### src/rtl/alu_pkg.sv
// Shared ALU definitions: divider state encodings, default datapath width, divide-by-zero result.
package alu_pkg;

    localparam int ALU_W     = 8;
    localparam int ALU_W_MAX = 16;

    typedef enum logic [1:0] {
        DIV_IDLE = 2'd0,
        DIV_RUN  = 2'd1,
        DIV_FIN  = 2'd2
    } div_state_t;

    // Quotient reported for a zero divisor; sliced down to the instance width.
    localparam logic [ALU_W_MAX-1:0] DIV0_QUOT = '1;

endpackage

### src/rtl/alu_sub.sv
// Combinational (WIDTH+1)-bit subtractor a-b with borrow out; shared by the divider and the SUB opcode.
module alu_sub
    import alu_pkg::*;
#(
    parameter int WIDTH = ALU_W
) (
    input  logic [WIDTH:0] a,
    input  logic [WIDTH:0] b,
    output logic [WIDTH:0] diff,
    output logic           borrow
);

    logic [WIDTH+1:0] full;

    // One extra bit on top of both operands turns the carry-out into the borrow.
    assign full   = {1'b0, a} - {1'b0, b};
    assign diff   = full[WIDTH:0];
    assign borrow = full[WIDTH+1];

endmodule

### src/rtl/alu_div8.sv
// Unsigned restoring divider: result WIDTH+1 cycles after start (1 cycle for a zero divisor).
// No backpressure: start is dropped while busy; a start during the done cycle is accepted back-to-back.
module alu_div8
    import alu_pkg::*;
#(
    parameter int WIDTH = ALU_W
) (
    input  logic             clk,
    input  logic             rst,
    input  logic             start,
    input  logic [WIDTH-1:0] in_a,
    input  logic [WIDTH-1:0] in_b,
    output logic             busy,
    output logic             done,
    output logic [WIDTH-1:0] out_quot,
    output logic [WIDTH-1:0] out_rem,
    output logic             div_zero
);

    localparam int CNT_W = (WIDTH > 2) ? $clog2(WIDTH) : 1;

    div_state_t       state_q, state_d;
    logic [CNT_W-1:0] cnt_q, cnt_d;
    logic [WIDTH:0]   rem_q, rem_d;
    logic [WIDTH-1:0] quot_q, quot_d;
    logic [WIDTH-1:0] div_q, div_d;
    logic [WIDTH-1:0] out_quot_q, out_quot_d;
    logic [WIDTH-1:0] out_rem_q, out_rem_d;
    logic             div_zero_q, div_zero_d;

    logic [WIDTH:0]   rem_shifted;
    logic [WIDTH:0]   trial;
    logic             borrow;
    logic             accept;

    // Next bit of the dividend enters the partial remainder from the quotient register's MSB.
    assign rem_shifted = (rem_q << 1) | {{WIDTH{1'b0}}, quot_q[WIDTH-1]};

    alu_sub #(
        .WIDTH (WIDTH)
    ) u_trial_sub (
        .a      (rem_shifted),
        .b      ({1'b0, div_q}),
        .diff   (trial),
        .borrow (borrow)
    );

    assign accept = start && (state_q != DIV_RUN);

    always_comb begin
        state_d    = state_q;
        cnt_d      = cnt_q;
        rem_d      = rem_q;
        quot_d     = quot_q;
        div_d      = div_q;
        out_quot_d = out_quot_q;
        out_rem_d  = out_rem_q;
        div_zero_d = div_zero_q;

        case (state_q)
            DIV_IDLE, DIV_FIN: begin
                state_d = DIV_IDLE;
                if (accept) begin
                    quot_d = in_a;
                    div_d  = in_b;
                    rem_d  = '0;
                    if (in_b == '0) begin
                        // Zero divisor resolves immediately without iterating.
                        state_d    = DIV_FIN;
                        cnt_d      = '0;
                        out_quot_d = DIV0_QUOT[WIDTH-1:0];
                        out_rem_d  = in_a;
                        div_zero_d = 1'b1;
                    end else begin
                        state_d    = DIV_RUN;
                        cnt_d      = CNT_W'(WIDTH - 1);
                        div_zero_d = 1'b0;
                    end
                end
            end

            DIV_RUN: begin
                // Borrow means the trial went negative: keep the shifted remainder.
                rem_d  = borrow ? rem_shifted : trial;
                quot_d = {quot_q[WIDTH-2:0], ~borrow};
                if (cnt_q == '0) begin
                    state_d    = DIV_FIN;
                    out_quot_d = quot_d;
                    out_rem_d  = rem_d[WIDTH-1:0];
                end else begin
                    cnt_d = cnt_q - CNT_W'(1);
                end
            end

            default: begin
                state_d = DIV_IDLE;
            end
        endcase
    end

    always_ff @(posedge clk) begin
        if (rst) begin
            state_q    <= DIV_IDLE;
            cnt_q      <= '0;
            rem_q      <= '0;
            quot_q     <= '0;
            div_q      <= '0;
            out_quot_q <= '0;
            out_rem_q  <= '0;
            div_zero_q <= 1'b0;
        end else begin
            state_q    <= state_d;
            cnt_q      <= cnt_d;
            rem_q      <= rem_d;
            quot_q     <= quot_d;
            div_q      <= div_d;
            out_quot_q <= out_quot_d;
            out_rem_q  <= out_rem_d;
            div_zero_q <= div_zero_d;
        end
    end

    assign busy     = (state_q == DIV_RUN);
    assign done     = (state_q == DIV_FIN);
    assign out_quot = out_quot_q;
    assign out_rem  = out_rem_q;
    assign div_zero = div_zero_q;

endmodule

### config.mk
export PLATFORM = sky130hd
export DESIGN_NAME = alu_div8
export DESIGN_NICKNAME = d
export VERILOG_FILES = /design/src/rtl/alu_pkg.sv /design/src/rtl/alu_sub.sv /design/src/rtl/alu_div8.sv
export SDC_FILE = /design/constraint.sdc
export NUM_CORES = 1
export LEC_CHECK = 0
export BUFFER_PORTS_ARGS = -buffer_cell sky130_fd_sc_hd__clkbuf_2
export CORE_MARGIN = 4
export CORE_UTILIZATION = 30
export DETAILED_ROUTE_END_ITERATION = 10
export SYNTH_ARGS = -nofsm -noshare
export SYNTH_HDL_FRONTEND = slang
export SYNTH_SLANG_ARGS = --single-unit
### constraint.sdc
create_clock -name clk -period 4.74 [get_ports clk]
set_clock_uncertainty 0.15 [all_clocks]
set_input_delay 1.185 -clock clk [delete_from_list [all_inputs] [get_ports clk]]
set_output_delay 1.185 -clock clk [all_outputs]
set_load 0.01 [all_outputs]
==> qor.csv, run 1 <==
metric,value,unit
outcome,"complete, no violations",
hold path start,div_q[4],
storage element area,921,sq um
hold path depth,2,
layout cell share with drive strength beyond 1,17.8,%
Die X,101,um
placed cell area,2840,sq um
CTS tree,yes,
fmax,327,MHz
vias in the first global route,2264,
die area,10200,sq um
number of port buffers,37,
worst vdd ir,0.170,mV
crit start category,input pin,
critical-path cell list,"clkbuf_2, or4_1, or2_1, a21boi_4, o221ai_1, a31oi_1",
post-DP HPWL,5.27,mm
Hold Slack,0.305,ns
Crit Path Class,in -> reg,
Net Sw Frac,35.8,%
Post-CTS Setup Bufs,0,
CTS Buffer Depth,2,
CP max-delay cell,or4_1,
crit end category,flip-flop,
DRC errors left,0,
Psw,362,uW
clock share of power,25.0,%
Setup crit start,in_b[0],
RSZ-0062 raised after global routing,false,
site row count,33,
average routed wire per standard cell,15.5,um
worst hold path class,reg -> reg,
cts bufs inserted,5,
Layout Nets,382,
Pre-antenna DRT Iters,4,
area of the multi-input gates,1490,sq um
sequential share of the synthesized area,35.6,%
initial antenna violation count,0,
routability cong.,0.783,
fillers,870,
clk root buf,clkbuf_8,
crit share post-route,64.6,%
pin count of the biggest net entering global routing,31,
Worst-Margin Slew,0.672,ns
ys async rst share,0,%
mapped cell area,2580,sq um
worst skew pair latency,0.30,ns
H-tree depth,2,
first-pass GRT wire length,11.6,mm
Post-DRT Antenna Nets,0,
RR Startpoint,state_q[1],
die height,101,um
warnings from Yosys,0,
WL final,7.12,mm
DRT iter0 DRCs,206,
via/cell ratio,5.47,
clk slew on worst S/H paths,0.09,ns
Comb pwr share,30.9,%
cell area after layout,2930,sq um
cts-stage hold buffer count,0,
Final TNS setup,0,ns
"EDFF count, synth",0,
Leakage,1.13,nW
Final Max Slew Viols,0,
post-CTS sizing,0,
Netlist cell types,57,
synthesized flop and latch total,46,
Pwr Density,345,nW/um^2
Tmin final,3.06,ns
clk sinks,46,
syn_area_per_cell,7.95,sq um
Ant. Diodes,0,
Layout Area Growth over Synthesis,13.4,%
max_cap viols,0,
"Hold Vio Cnt, Final",0,
cell-internal power,648,uW
Synth Flop Type,dfxtp_1,
"Setup violations, final",0,
critical path's largest stage delay,0.67,ns
sequential share of power,44.1,%
I/O pin cnt,38,
Core ar.,8300,sq um
required time of the critical path,4.82,ns
GRT Residual Overflow,0,
Slew Limit Headroom,54.9,%
critical path arrival,3.14,ns
Vias,2505,
R2R depth,8,
gr usage total,14.2,%
Initial Util,31.1,%
CP Max Fanout,16,
syn_nets,355,
Synth Instances,325,
==> synthesized netlist by cell type (2+ instances only) <==
library cell	n	share of area (%)
nor3_1	14	2.7
clkbuf_1	16	2.3
a211oi_1	4	1.2
inv_1	19	2.8
nand2b_1	4	0.97
or4_1	2	0.58
nor2b_1	3	0.73
dfxtp_1	46	36
nand4_1	4	0.97
a31oi_1	4	0.97
o2111ai_1	3	1.0
buf_6	3	1.3
o221a_2	5	2.2
o21ai_1	2	0.39
nand2_1	46	6.7
o31ai_1	7	2.0
nor2_1	20	2.9
xor2_1	4	1.4
nor4_1	2	0.48
a21oi_1	30	5.8
o211ai_1	9	2.6
a32oi_1	3	1.0
nand3_1	11	2.1
buf_1	2	0.29
o21ai_0	13	2.5
nor4b_1	2	0.68
a311oi_1	3	1.0
a22oi_1	5	1.5
a211oi_2	2	0.97
ha_1	10	4.8
==> per-layer routing <==
layer | up-vias | GRT usage [%] | wire length (um)
met5 | - | 0 | 0
met4 | 0 | 3.21 | 77
met3 | 6 | 3.25 | 496
met2 | 97 | 20.7 | 3100
met1 | 1161 | 21.0 | 3450
li1 | 1241 | - | -
==> kinds of logic (layout without fill, tap and decap cells) <==
| family | Yosys count | after routing | share of synthesized area, % |
|---|---|---|---|
| AOI/OAI and AO/OA | 102 | 102 | 27.6 |
| xor gates and xnor gates | 4 | 4 | 1.36 |
| adders and majority gates | 11 | 11 | 5.61 |
| buffers and inverters | 42 | 70 | 7.02 |
| DFF | 46 | 46 | 35.6 |
| muxes | 1 | 1 | 0.387 |
| and+or+nand+nor | 119 | 119 | 22.4 |
==> through the flow <==
step / instances / util (%) / setup WS, ns / total power [mW]
global route: 458 / 35.3 / 1.58 / 1.08
detailed placement: 450 / 34.2 / 1.38 / 0.765
global placement: 450 / 34.2 / 1.45 / 0.766
finish: 458 / 35.3 / 1.68 / 1.01
CTS: 458 / 35.3 / 1.70 / 1.02
floorplan: 325 / - / 1.74 / 0.672
==> cell usage in the layout (no fill, tap or decap), types with 3 or more instances in the layout <==
master,Yosys,final
o31ai_1,7,7
a21oi_1,30,30
a311oi_1,3,3
nand2b_1,4,4
nand4_1,4,4
o2111ai_1,3,3
o21ai_0,13,13
nor3_1,14,14
clkbuf_8,0,6
xor2_1,4,4
inv_1,19,19
ha_1,10,10
a32oi_1,3,3
a211oi_1,4,4
o221a_2,5,5
dfxtp_1,46,46
clkbuf_2,0,37
nor2_1,20,20
o211ai_1,9,9
a22oi_1,5,5
nand3_1,11,11
a31oi_1,4,4
nand2_1,46,46
buf_4,0,5
==> final cells by class <==
type / instances / area share, %
Sequential cell: 46 / 31.4
Multi-Input combinational cell: 237 / 50.7
Clock inverter: 2 / 0.427
Timing Repair Buffer: 42 / 7.60
Clock buffer: 6 / 2.82
Tap cell: 105 / 4.48
Inverter: 20 / 2.56
==> state kept, by name, indices dropped and copies added (netlist names) <==
name      cells
quot_q        8
div_q         8
div_zero      1
out_rem       8
out_quot      8
state_q       2
rem_q         8
cnt_q         3
==> critical path, delay by kind of cell <==
family                 cells  cell delay (ns)
and+or+nand+nor            2             1.06
AOI/OAI and AO/OA          3             0.79
buffers and inverters      1             0.09
==> power by group through the flow <==
stage / Combinational, mW / Sequential (mW) / Clock [mW]
finish: 0.313 / 0.445 / 0.252
global route: 0.348 / 0.450 / 0.278
CTS: 0.312 / 0.445 / 0.258
detailed placement: 0.311 / 0.454 / 0
global placement: 0.312 / 0.454 / 0
floorplan: 0.220 / 0.451 / 0
==> final timing paths <==
path	to	slack [ns]
hold / removal	div_q[4]	0.31
hold reg to reg	div_q[4]	0.31
setup / recovery	out_rem[5]	1.68
setup reg to reg	rem_q[2]	2.28
(Power assumes the default switching activity.)
==> run 2, diff against run 1 <==
Settings changed: ABC_AREA set to 1.
Clock period 4.74 ns to 2.79 ns, I/O delays scaled along.
==> run 2 against run 1 <==
  * Routed wire length decreased by 13%
  * Cell count increased by 9.2%
  * Hold slack improved by 0.014 ns
  * Die area decreased by 2.8%
  * Largest power group unchanged
  * Clock power increased by 87%
  * Register-to-register slack got worse by 1.5 ns
==> qor.csv, run 2 <==
metric,value,unit,change
crit share post-route,79.6,%,
Layout Nets,424,,was 382
worst hold path class,reg -> reg,,unchanged
DRC errors left,0,,unchanged
Hold Slack,0.319,ns,was 0.305 ns
cell-internal power,1.11,mW,was 648 uW
Net Sw Frac,34.7,%,was 35.8%
clk root buf,clkbuf_8,,unchanged
site row count,33,,unchanged
slack of the critical path,0.570,ns,was 1.68 ns
layout cell share with drive strength beyond 1,18.7,%,was 17.8%
critical path's largest stage delay,0.42,ns,was 0.67 ns
synthesized flop and latch total,46,,unchanged
Pwr Density,589,nW/um^2,was 345 nW/um^2
H-tree depth,2,,unchanged
Core ar.,8180,sq um,was 8300 sq um
routability cong.,0.815,,was 0.783
vias in the first global route,2300,,was 2264
RSZ-0062 raised after global routing,false,,unchanged
Vias,2341,,was 2505
Psw,587,uW,was 362 uW
Netlist cell types,32,,was 57
sequential share of the synthesized area,36.7,%,was 35.6%
die area,9880,sq um,was 10200 sq um
Buf/Inv on CP,2,,was 1
Worst-Margin Slew,0.540,ns,was 0.672 ns
cell area after layout,2870,sq um,was 2930 sq um
Tmin final,2.22,ns,
initial antenna violation count,0,,unchanged
average routed wire per standard cell,12.3,um,was 15.5 um
clock share of power,27.8,%,was 25.0%
worst vdd ir,0.193,mV,was 0.170 mV
required time of the critical path,1.94,ns,was 4.82 ns
Crit Path Class,reg -> out,,was in -> reg
syn_nets,390,,was 355
Final TNS setup,0,ns,unchanged
Final Max Slew Viols,0,,unchanged
Post-CTS Setup Bufs,0,,unchanged
critical path depth,3,,was 6
"Setup violations, final",0,,unchanged
"Hold Vio Cnt, Final",0,,unchanged
mapped cell area,2510,sq um,was 2580 sq um
Synth top cells by count,"73 x nand2_1, 52 x nor2_1, 50 x inv_1",,"was 46 x dfxtp_1, 46 x nand2_1, 30 x a21oi_1"
Die X,99.4,um,was 101 um
Slew Limit Headroom,64.0,%,was 54.9%
clk sinks,46,,unchanged
"commonest non-fill, non-tap cells in the layout","73 x nand2_1, 52 x nor2_1, 50 x inv_1",,"was 46 x nand2_1, 46 x dfxtp_1, 37 x clkbuf_2"
CP Max Fanout,36,,was 16
CP top delay family,simple AND/OR/NAND/NOR gates,,unchanged
cts bufs inserted,5,,unchanged
crit end category,primary output,,was flip-flop
Layout Area Growth over Synthesis,14.6,%,was 13.4%
fmax,450,MHz,
sequential share of power,44.2,%,was 44.1%
warnings from Yosys,0,,unchanged
fillers,908,,was 870
worst skew pair latency,0.31,ns,was 0.30 ns
I/O pin cnt,38,,unchanged
Leakage,1.46,nW,was 1.13 nW
"leading cell type in the layout, fill and taps excluded",nand2_1,,
outcome,"complete, no violations",,unchanged
placed cell area,2770,sq um,was 2840 sq um
Synth Flop Type,dfxtp_1,,unchanged
GRT Residual Overflow,0,,unchanged
"EDFF count, synth",0,,unchanged
critical-path cell list,"inv_2, nor2_8, clkbuf_2",,"was clkbuf_2, or4_1, or2_1, a21boi_4, o221ai_1, a31oi_1"
"top cells by area, synth","dfxtp_1 37%, nand2_1 11%, nor2_1 7.8%, inv_1 7.5%, nand3_1 5.4%",,"was dfxtp_1 36%, nand2_1 6.7%, a21oi_1 5.8%, ha_1 4.8%, nor2_1 2.9%"
hold path depth,2,,unchanged
ys async rst share,0,%,unchanged
final std cells w/o fill,500,,was 458
number of port buffers,37,,unchanged
Pre-antenna DRT Iters,4,,unchanged
DRT iter0 DRCs,154,,was 206
syn_area_per_cell,6.97,sq um,was 7.95 sq um
Ant. Diodes,0,,unchanged
clk slew on worst S/H paths,0.09,ns,about the same
CP max-delay cell,nor2_8,,was or4_1
pin count of the biggest net entering global routing,37,,was 31
WL final,6.17,mm,was 7.12 mm
Comb pwr share,28.0,%,was 30.9%
Initial Util,30.7,%,was 31.1%
cts-stage hold buffer count,0,,unchanged
R2R depth,9,,was 8
first-pass GRT wire length,10.7,mm,was 11.6 mm
Synth Instances,360,,was 325
CTS Buffer Depth,2,,unchanged
most common cell in the synthesized netlist,nand2_1,,
via/cell ratio,4.68,,was 5.47
leading area contributor after synthesis,dfxtp_1,,unchanged
post-DP HPWL,4.68,mm,was 5.27 mm
post-CTS sizing,0,,unchanged
Placed Instances,492,,was 450
CTS tree,yes,,unchanged
die height,99.4,um,was 101 um
crit start category,flip-flop,,was input pin
Post-DRT Antenna Nets,0,,unchanged
gr usage total,13.3,%,was 14.2%
critical path arrival,1.37,ns,was 3.14 ns
max_cap viols,0,,unchanged
top-area cell type share of the netlist area,36.7,%,was 35.6%
pre-CTS setup slack,0.593,ns,was 1.38 ns
run 2: changes by cell type after synthesis, moves of 7 or more:
cell      change
buf_2         +7
nor2_1       +32
a21oi_1      -13
nand3_1      +16
inv_1        +31
clkbuf_1     -13
nand2_1      +27
nor3_1       -12
o21ai_0      +10
o31ai_1       -7
o211ai_1      -9
run 2: power groups by stage:
| stage | clock network (mW) | registers [mW] | logic [mW] |
|---|---|---|---|
| finish | 0.470 | 0.749 | 0.474 |
| global route | 0.504 | 0.757 | 0.545 |
| CTS | 0.481 | 0.750 | 0.478 |
| detailed placement | 0 | 0.765 | 0.475 |
| global placement | 0 | 0.764 | 0.469 |
| floorplan | 0 | 0.767 | 0.353 |
run 2: per-stage QoR:
step	util, %	power [mW]
3_5_place_dp	33.9	1.24
4_1_cts	35.2	1.71
5_1_grt	35.2	1.81
2_1_floorplan	-	1.12
6_report	35.2	1.69
3_3_place_gp	33.9	1.23
run 2: logic make-up (layout without fill, tap and decap cells):
logic type	after synthesis	count (layout)	synth area share [%]
buffers and inverters	68	103	11.5
flip-flops	46	46	36.7
AO/OA/AOI/OAI	50	50	11.3
AND/OR/NAND/NOR	181	181	33.3
adder cells (fa/ha/maj)	11	11	5.79
XOR/XNOR	4	4	1.40
run 2: final timing paths:
| path | slack [ns] | to | start |
|---|---|---|---|
| max | 0.57 | busy | state_q[0] |
| min | 0.32 | div_q[3] | div_q[3] |
| max reg2reg | 0.75 | out_quot[0] | div_q[2] |
| min reg2reg | 0.32 | div_q[3] | div_q[3] |
run 2: layout make-up:
class	instances	area (sq um)	area share, %
Multi-Input combinational cell	246	1300	45.1
Clock inverter	1	8.76	0.305
Sequential cell	46	921	32.0
Inverter	55	211	7.36
Timing Repair Buffer	40	208	7.23
Clock buffer	7	96.3	3.35
Tap cell	105	131	4.57
run 2: metal layers:
layer  vias to the layer above  global-route usage [%]  routed length, um
met5                         -                       0                  0
li1                       1209                       -                  -
met1                      1081                    17.5               2990
met3                        10                    2.81                261
met2                        41                    21.7               2810
met4                         0                    4.52                104
run 2: worst reg2reg max path, stage by stage, from the launching register on:
cell and delay (ns):
dfxtp_1 0.31, inv_1 0.05, ha_1 0.31, or2_1 0.26, nand3_2 0.09, nand2_1 0.07, nand2_2 0.19, nand2_4 0.15
nor3_1 0.27, nor2_1 0.08
==> run 3, diff against run 2 <==
Clock period 2.79 ns to 1.8 ns, I/O delays scaled along.
==> run 3 against run 2 <==
  * The run now ends with negative setup slack left
  * Critical endpoint is now out_rem[7]
  * Largest power group unchanged
  * Register-to-register slack worse by 0.77 ns
  * Routed wire length up 9.6%
  * Sequential power up 56%
  * Combinational power up 140%
  * Non-clock buffer count up 47
  * Utilization up 8.6 points
  * Sequential cell count unchanged
  * Die area unchanged
  * Clock power up 100%
  * Cell count up 9.6%
==> qor.csv, run 3 (synthesis results as in run 2) <==
metric,value,unit,change
critical path's largest stage delay,0.35,ns,was 0.42 ns
cell area after layout,3580,sq um,was 2870 sq um
"Setup violations, final",1,,was 0
CP max-delay cell,dfxtp_2,,was nor2_8
"Hold Vio Cnt, Final",0,,unchanged
die height,99.4,um,unchanged
Final Max Slew Viols,0,,unchanged
crit start category,flip-flop,,unchanged
vias in the first global route,2358,,was 2300
Ant. Diodes,0,,unchanged
Post-DRT Antenna Nets,0,,unchanged
average routed wire per standard cell,12.3,um,about the same
first-pass GRT wire length,11.0,mm,was 10.7 mm
Leakage,1.77,nW,was 1.46 nW
cts-stage hold buffer count,0,,unchanged
Vias,2544,,was 2341
Initial Util,30.7,%,unchanged
gr usage total,13.6,%,was 13.3%
Die X,99.4,um,unchanged
Net Sw Frac,33.2,%,was 34.7%
"commonest non-fill, non-tap cells in the layout","66 x nand2_1, 51 x nor2_1, 44 x buf_4",,"was 73 x nand2_1, 52 x nor2_1, 50 x inv_1"
initial antenna violation count,0,,unchanged
Comb pwr share,35.2,%,was 28.0%
via/cell ratio,4.64,,was 4.68
"Power, Total",3.26,mW,was 1.69 mW
Slew Limit Headroom,80.4,%,was 64.0%
DRC errors left,0,,unchanged
critical-path cell list,"inv_4, ha_4, nand2_4, nor3_4, nand2_8, buf_6, nand4_1, nand3_1, nand2_1, inv_1",,"was inv_2, nor2_8, clkbuf_2"
Worst-Margin Slew,0.293,ns,was 0.540 ns
RR Startpoint,div_q[6],,was div_q[2]
H-tree depth,2,,unchanged
violated checks,negative setup slack,,
placed cell area,3070,sq um,was 2770 sq um
CP top delay family,simple AND/OR/NAND/NOR gates,,unchanged
GRT Residual Overflow,0,,unchanged
RSZ-0062 raised after global routing,true,,was false
clock share of power,28.9,%,was 27.8%
CP Max Fanout,4,,was 36
Hold Slack,0.256,ns,was 0.319 ns
Psw,1.08,mW,was 587 uW
clk slew on worst S/H paths,0.10,ns,was 0.09 ns
number of port buffers,37,,unchanged
critical path arrival,1.89,ns,was 1.37 ns
worst hold path class,in -> reg,,was reg -> reg
clk root buf,clkbuf_8,,unchanged
crit end category,flip-flop,,was primary output
Buf/Inv on CP,3,,was 2
Pwr Density,912,nW/um^2,was 589 nW/um^2
hold path start,in_a[3],,was div_q[3]
crit share post-route,101,%,
clk sinks,46,,unchanged
CTS Buffer Depth,2,,unchanged
CTS tree,yes,,unchanged
Crit Path Class,reg -> reg,,was reg -> out
I/O pin cnt,38,,unchanged
Setup crit start,div_q[6],,was state_q[0]
required time of the critical path,1.87,ns,was 1.94 ns
"leading cell type in the layout, fill and taps excluded",nand2_1,,unchanged
Layout Area Growth over Synthesis,42.7,%,was 14.6%
post-DP HPWL,4.90,mm,was 4.68 mm
cell-internal power,2.18,mW,was 1.11 mW
layout cell share with drive strength beyond 1,38.4,%,was 18.7%
fmax,549,MHz,
DRT iter0 DRCs,93,,was 154
Layout Nets,472,,was 424
max_cap viols,0,,unchanged
Tmin final,1.82,ns,
cts bufs inserted,5,,unchanged
routability cong.,0.816,,was 0.815
slack of the critical path,-0.0204,ns,was 0.570 ns
site row count,33,,unchanged
sequential share of power,35.9,%,was 44.2%
pin count of the biggest net entering global routing,30,,was 37
outcome,"complete, but fails checks",,"was complete, no violations"
worst skew pair latency,0.31,ns,about the same
WL final,6.76,mm,was 6.17 mm
Pre-antenna DRT Iters,4,,unchanged
worst vdd ir,0.359,mV,was 0.193 mV
die area,9880,sq um,unchanged
Core ar.,8180,sq um,unchanged
-- run 3: cell count changes in the layout (fill, tap and decap cells not counted), sizes merged --
cell    before  now
buf          3   50
nand2       76   77
clkbuf      44   42
bufinv       0    2
-- run 3: area by class of cell --
type,count,area [sq um]
clock buffer,5,68.8
clock inverter,3,68.8
fill,850,4600
inverter,55,219
multi-input combinational,247,1560
sequential,46,933
tap,105,131
timing repair buffer,87,601
-- run 3: worst reg2reg max path: cells and delay by family, from the launching register on --
| family | cells | cell delay (ns) |
|---|---|---|
| flip-flops | 1 | 0.35 |
| AND/OR/NAND/NOR | 6 | 0.75 |
| adder cells (fa/ha/maj) | 1 | 0.27 |
| buffers and inverters | 3 | 0.21 |
-- run 3: metrics by stage --
stage          std cells  setup slack [ns]  utilization [%]  setup TNS, ns
2_1_floorplan        360            0.0397                -              0
3_3_place_gp         530           -0.0599             37.5         -0.354
3_5_place_dp         530           -0.0590             37.5         -0.636
4_1_cts              542           -0.0205             41.5        -0.0602
5_1_grt              548            -0.111             43.8          -1.08
6_report             548           -0.0204             43.8        -0.0204
-- run 3: worst paths after layout --
check / endpoint / slack, ns / cells after the start
worst max-delay path: out_rem[7] / -0.02 / 10
worst min-delay path: quot_q[3] / 0.26 / 3
worst max register to register: out_rem[7] / -0.02 / 10
worst min register to register: out_quot[6] / 0.32 / 2
-- run 3: per-layer routing --
| layer | GRT usage [%] | vias up | wire length, um | share of wire (%) |
|---|---|---|---|---|
| met5 | 0 | - | 0 | 0 |
| met4 | 4.10 | 0 | 135 | 2.0 |
| met3 | 2.95 | 10 | 272 | 4.0 |
| met2 | 23.2 | 54 | 3210 | 48 |
| met1 | 17.1 | 1175 | 3140 | 46 |
| li1 | - | 1305 | - | - |
-- run 3: timing repair --
| item | 4_1_cts | 5_1_grt |
|---|---|---|
| hold endpoints to repair | 0 | 0 |
| cloned | 1 | 0 |
| pin swaps | 22 | 32 |
| gates resized for setup | 31 | 38 |
| setup buffers | 3 | 6 |
| endpoints found under the setup margin | 17 | 26 |
-- run 3: power groups by stage --
stage | combinational [mW] | sequential [mW] | clock [mW]
3_3_place_gp | 0.874 | 1.18 | 0
3_5_place_dp | 0.881 | 1.18 | 0
5_1_grt | 1.26 | 1.18 | 1.01
2_1_floorplan | 0.548 | 1.19 | 0
4_1_cts | 1.03 | 1.16 | 0.951
6_report | 1.15 | 1.17 | 0.943
